`src/rtl/i2c_wb_cycle_ctrl.sv`:
```
// rtl/i2c_wb_cycle_ctrl.sv - byte request to 32-bit Wishbone word access sequencer
// Handles ack/err/rty terminations, spaced retries and a strobe timeout.
module i2c_wb_cycle_ctrl #(
   parameter int DW        = 32,
   parameter int AW        = 8,
   parameter int MAX_RETRY = 3,
   parameter int RETRY_GAP = 4,
   parameter int TIMEOUT   = 255
) (
   input  logic          wb_clk_i,
   input  logic          wb_rst_i,
   input  logic          req_i,
   input  logic          req_we_i,
   input  logic [AW-1:0] req_addr_i,
   input  logic [7:0]    req_data_i,
   output logic          busy_o,
   output logic          done_o,
   output logic [1:0]    status_o,
   output logic [7:0]    rd_data_o,
   input  logic [DW-1:0] wb_data_i,
   output logic [DW-1:0] wb_data_o,
   output logic [AW-1:0] wb_addr_o,
   output logic [3:0]    wb_sel_o,
   output logic          wb_we_o,
   output logic          wb_cyc_o,
   output logic          wb_stb_o,
   input  logic          wb_ack_i,
   input  logic          wb_err_i,
   input  logic          wb_rty_i
);

   typedef enum logic [1:0] {IDLE, BUS, GAP, RESP} state_t;

   localparam logic [3:0] MAX_RETRY_C = 4'(MAX_RETRY);
   localparam logic [3:0] GAP_LAST    = 4'(RETRY_GAP - 1);
   localparam logic [7:0] TMO_LAST    = 8'(TIMEOUT - 1);

   state_t        state_q, state_d;
   logic [3:0]    retry_q, retry_d;
   logic [3:0]    gap_q, gap_d;
   logic [7:0]    tmo_q, tmo_d;
   logic [1:0]    lane_q, lane_d;
   logic [1:0]    status_d;
   logic [7:0]    rd_data_d;
   logic [AW-1:0] addr_d;
   logic [3:0]    sel_d;
   logic [DW-1:0] data_d;
   logic          we_d;

   always_comb begin
      state_d   = state_q;
      retry_d   = retry_q;
      gap_d     = gap_q;
      tmo_d     = tmo_q;
      lane_d    = lane_q;
      status_d  = status_o;
      rd_data_d = rd_data_o;
      addr_d    = wb_addr_o;
      sel_d     = wb_sel_o;
      data_d    = wb_data_o;
      we_d      = wb_we_o;
      case (state_q)
         IDLE: begin
            if (req_i) begin
               state_d = BUS;
               retry_d = 4'd0;
               tmo_d   = 8'd0;
               lane_d  = req_addr_i[1:0];
               addr_d  = {req_addr_i[AW-1:2], 2'b00};
               sel_d   = 4'b0001 << req_addr_i[1:0];
               data_d  = {(DW/8){req_data_i}};
               we_d    = req_we_i;
            end
         end
         BUS: begin
            // err outranks rty, which outranks ack
            if (wb_err_i) begin
               status_d = 2'b01;
               state_d  = RESP;
            end else if (wb_rty_i) begin
               if (retry_q < MAX_RETRY_C) begin
                  retry_d = retry_q + 4'd1;
                  gap_d   = 4'd0;
                  state_d = GAP;
               end else begin
                  status_d = 2'b10;
                  state_d  = RESP;
               end
            end else if (wb_ack_i) begin
               status_d = 2'b00;
               if (!wb_we_o) rd_data_d = wb_data_i[{lane_q, 3'b000} +: 8];
               state_d = RESP;
            end else if (tmo_q == TMO_LAST) begin
               status_d = 2'b11;
               state_d  = RESP;
            end else begin
               tmo_d = tmo_q + 8'd1;
            end
         end
         GAP: begin
            if (gap_q == GAP_LAST) begin
               tmo_d   = 8'd0;
               state_d = BUS;
            end else begin
               gap_d = gap_q + 4'd1;
            end
         end
         RESP:    state_d = IDLE;
         default: state_d = IDLE;
      endcase
   end

   // Every output is a flop loaded from the next-state decode.
   always_ff @(posedge wb_clk_i) begin
      if (wb_rst_i) begin
         state_q   <= IDLE;
         retry_q   <= 4'd0;
         gap_q     <= 4'd0;
         tmo_q     <= 8'd0;
         lane_q    <= 2'd0;
         busy_o    <= 1'b0;
         done_o    <= 1'b0;
         status_o  <= 2'b00;
         rd_data_o <= 8'h00;
         wb_cyc_o  <= 1'b0;
         wb_stb_o  <= 1'b0;
         wb_we_o   <= 1'b0;
         wb_sel_o  <= 4'd0;
         wb_addr_o <= '0;
         wb_data_o <= '0;
      end else begin
         state_q   <= state_d;
         retry_q   <= retry_d;
         gap_q     <= gap_d;
         tmo_q     <= tmo_d;
         lane_q    <= lane_d;
         busy_o    <= (state_d != IDLE);
         done_o    <= (state_d == RESP);
         status_o  <= status_d;
         rd_data_o <= rd_data_d;
         wb_cyc_o  <= (state_d == BUS);
         wb_stb_o  <= (state_d == BUS);
         wb_we_o   <= we_d;
         wb_sel_o  <= sel_d;
         wb_addr_o <= addr_d;
         wb_data_o <= data_d;
      end
   end

endmodule

```
`config.mk`:
```
export PLATFORM = sky130hd
export DESIGN_NAME = i2c_wb_cycle_ctrl
export DESIGN_NICKNAME = d
export VERILOG_FILES = /design/src/rtl/i2c_wb_cycle_ctrl.sv
export SDC_FILE = /design/constraint.sdc
export NUM_CORES = 1
export LEC_CHECK = 0
export CORE_MARGIN = 2
export CORE_UTILIZATION = 38
export DETAILED_ROUTE_END_ITERATION = 10
export GPL_ROUTABILITY_DRIVEN = 0
export PLACE_DENSITY = 0.81
export SLEW_MARGIN = 20
export SYNTH_ARGS = -nofsm -noshare
export SYNTH_HDL_FRONTEND = slang
export SYNTH_SLANG_ARGS = --single-unit
```
`constraint.sdc`:
```
create_clock -name wb_clk_i -period 1.8 [get_ports wb_clk_i]
set_clock_uncertainty 0.2 [all_clocks]
set_input_delay 0.36 -clock wb_clk_i [delete_from_list [all_inputs] [get_ports wb_clk_i]]
set_output_delay 0.36 -clock wb_clk_i [all_outputs]
set_load 0.02 [all_outputs]
```
==> results <==
[power groups by stage]
stage	Clock (uW)	Combinational, uW	Sequential [uW]
finish	720	1470	1370
CTS	742	1390	1370
detailed placement	0	1470	1400
floorplan	0	769	1480
global route	785	1590	1400
global placement	0	1440	1400
[through the flow]
step,total power (uW),util [%],cell area (sq um)
floorplan,2250,-,2590
global placement,2840,56.4,3770
detailed placement,2870,56.4,3770
CTS,3500,57.6,3850
global route,3770,59.4,3970
finish,3560,59.4,3970
[path summary, 6_finish.rpt]
kind | start | endpoint | slack, ps
max reg2reg | gap_q[1] | tmo_q[3] | 20
max | gap_q[1] | tmo_q[3] | 20
min reg2reg | wb_sel_o[3] | wb_sel_o[3] | 260
min | wb_rst_i | tmo_q[3] | 150
[synth_stat cells, drive strengths merged]
library cell and instances:
nand3 6, mux2i 10, nand4b 1, o211ai 1
a31oi 3, clkbuf 7, nor3 6, a21oi 32
and2 1, nor2 18, o32ai 2, o31ai 1
or4b 1, o22ai 1, mux4 8, buf 35
or3b 2, and3 2, a22oi 1, nor2b 2
and4b 1, nand2 42, or3 1, nor4b 2
o21a 2, nand3b 3, nand4 3, or2 2
dfxtp 52, nor3b 8, o21ai 7, ha 4
a41oi 3, o31a 1, conb 1, mux2 1
a311oi 2, a211oi 1, inv 4, nand2b 6
a21o 1, and2b 1
[flip-flops by register name (all words and copies together), names as in the netlist]
register / count
busy_o: 1
done_o: 1
gap_q: 4
lane_q: 2
rd_data_o: 8
retry_q: 4
state_q: 2
status_o: 2
tmo_q: 8
wb_addr_o: 6
wb_data_o: 8
wb_sel_o: 4
wb_stb_o: 1
wb_we_o: 1
[timing repair]
item                                    4_1_cts  5_1_grt
buffers inserted                              1        2
pin swaps                                     2        8
gates resized for setup                      71       25
endpoints found under the setup margin       74       25
[metal layers]
metal | vias up | global-route usage (%)
li1 | 1197 | -
met1 | 1133 | 21.6
met2 | 71 | 31.2
met3 | 6 | 2.48
met4 | 0 | 4.83
met5 | - | 0
[area by class of cell]
type	count	share of cell area, %
clock inverter	3	0.725
timing repair buffer	141	33.0
inverter	4	0.378
sequential	52	26.3
clock buffer	5	1.73
tap	80	2.52
multi-input combinational	191	35.3
[cells by family after synthesis]
logic type               Yosys count  share of synthesized area, %
adder cells (fa/ha/maj)            4                          1.94
buffers and inverters             46                          11.0
multiplexers                      19                          11.3
AO/OA/AOI/OAI                     58                          13.6
other                              1                         0.145
AND/OR/NAND/NOR                  108                          21.7
flip-flops                        52                          40.3
[worst max-delay path, delay by kind of cell (launching register included)]
kind / cells / cell delay [ps]
compound gates: 3 / 590
simple gates: 1 / 400
flops: 1 / 370
fa+ha+maj: 1 / 120
==> flow_metrics.py <==
metrics = {
    "logic_synthesis": {
        "synth_area_leader_cell": "dfxtp_1",
        "yosysTopAreaCellShare_pct": 40.3,
        "syn_area_sq_um": 2590,
        "synthTopCellsByArea": "dfxtp_1 (40%), buf_4 (8.1%), mux4_2 (7.0%)",
        "syn_avg_cell_area_sq_um": 8.98,
        "synth_warnings": 0,
        "ys_seq_elements": 52,
        "ys_seq_area_share_pct": 40.3,
        "syn_inst": 288,
        "yosysUniqueCellTypes": 49,
    },
    "routing": {
        "met1_length_um": 2950,
        "first_iter_violations": 134,
        "firstDrtPassIters": 4,
        "drt-total-wl_um": 6860,
        "route.detailed.drc": 0,
        "ant_nets": 0,
        "avgViaCountPerCell": 5.06,
        "vias": 2407,
        "highest_layer": "met4",
        "wl_per_cell_um": 14.4,
        "wl_met2_um": 3570,
        "routed-wl-met3_um": 284,
    },
    "hold_path": {
        "holdPathStages": 2,
        "hp-class": "in2reg",
    },
    "worst_setup_path": {
        "crit_type": "reg2reg",
        "arrival_ps": 1780,
        "path_max_fanout": 6,
        "path_cells": "ha_4, or3b_4, a21o_4, a21oi_4, a311oi_2",
        "slowest_stage": "or3b_4",
        "start_kind": "flip-flop",
        "r2r_cells": 5,
        "crit_required_ps": 1800,
        "cpPeakStageDelay_ps": 400,
        "worstSetupEndpointType": "flip-flop",
    },
    "floorplanning": {
        "die-area_sq_um": 7480,
        "row_count": 30,
        "die_w_um": 86.5,
        "start_util_pct": 38.7,
        "core_sq_um": 6680,
        "dieHeight_um": 86.5,
        "io_pins": 114,
    },
    "timing": {
        "timing.final.crit_period_ps": 1780,
        "maxSlewViolCount": 0,
        "max_freq_mhz": 562,
        "tns_ps": 0,
        "rsz0062_at_grt": "yes",
        "setup_viol": 0,
        "timing_hold_violations_final": 0,
        "post-route-period-util_pct": 98.9,
        "holdWs_ps": 153,
        "setup_slack_ps": 20.5,
    },
    "cells_and_area": {
        "fill_cells": 592,
        "regArea_sq_um": 1040,
        "drive_gt1_share_pct": 19.7,
        "final_common_cell": "dlygate4sd2_1",
        "final_cells": 476,
        "mostFrequentLayoutCells": "dlygate4sd2_1 (57), clkdlybuf4s50_1 (50), dfxtp_1 (49)",
        "area_delta_synth_final_pct": 53.5,
        "diodes": 0,
        "multi_input_area_sq_um": 1400,
        "nets": 454,
    },
    "placement": {
        "dp_hpwl_um": 5100,
        "pre_cts_slack_ps": -448,
        "dpl.cell_count": 465,
        "io_buffers": 111,
    },
    "global_routing": {
        "grt_max_degree": 32,
        "antenna_found_initial": 0,
        "overflow": 0,
        "grt_usage_pct": 17.3,
        "grt_first_pass_wirelength_um": 10600,
        "grt_pass1_vias": 2276,
    },
    "clocking": {
        "postCtsHoldBufs": 0,
        "cts.sinks": 52,
        "insertion_delay_ps": 310,
        "clockBufferDepth": 2,
        "cts.reportedPaths.clkPinSlew_ps": 110,
        "cts_made_buffers": 5,
        "cts_max_level": 2,
        "cts_tree": "done",
        "root_buffer": "clkbuf_8",
    },
    "power_and_ir_drop": {
        "p_sw_uw": 1310,
        "vdd_drop_max_v": 0.000410,
        "p_int_uw": 2260,
        "p_comb_share_pct": 41.2,
        "power_density_nw_per_um2": 898,
        "leakagePower_uw": 0.00171,
        "power_switching_share_pct": 36.6,
        "seqPwrFrac_pct": 38.6,
        "clkPwrFrac_pct": 20.2,
    },
    "job": {
        "max_cap_violations": 0,
    },
    "status": {
        "outcome": "complete, no violations",
    },
}
Power figures use the tool's default switching activity.
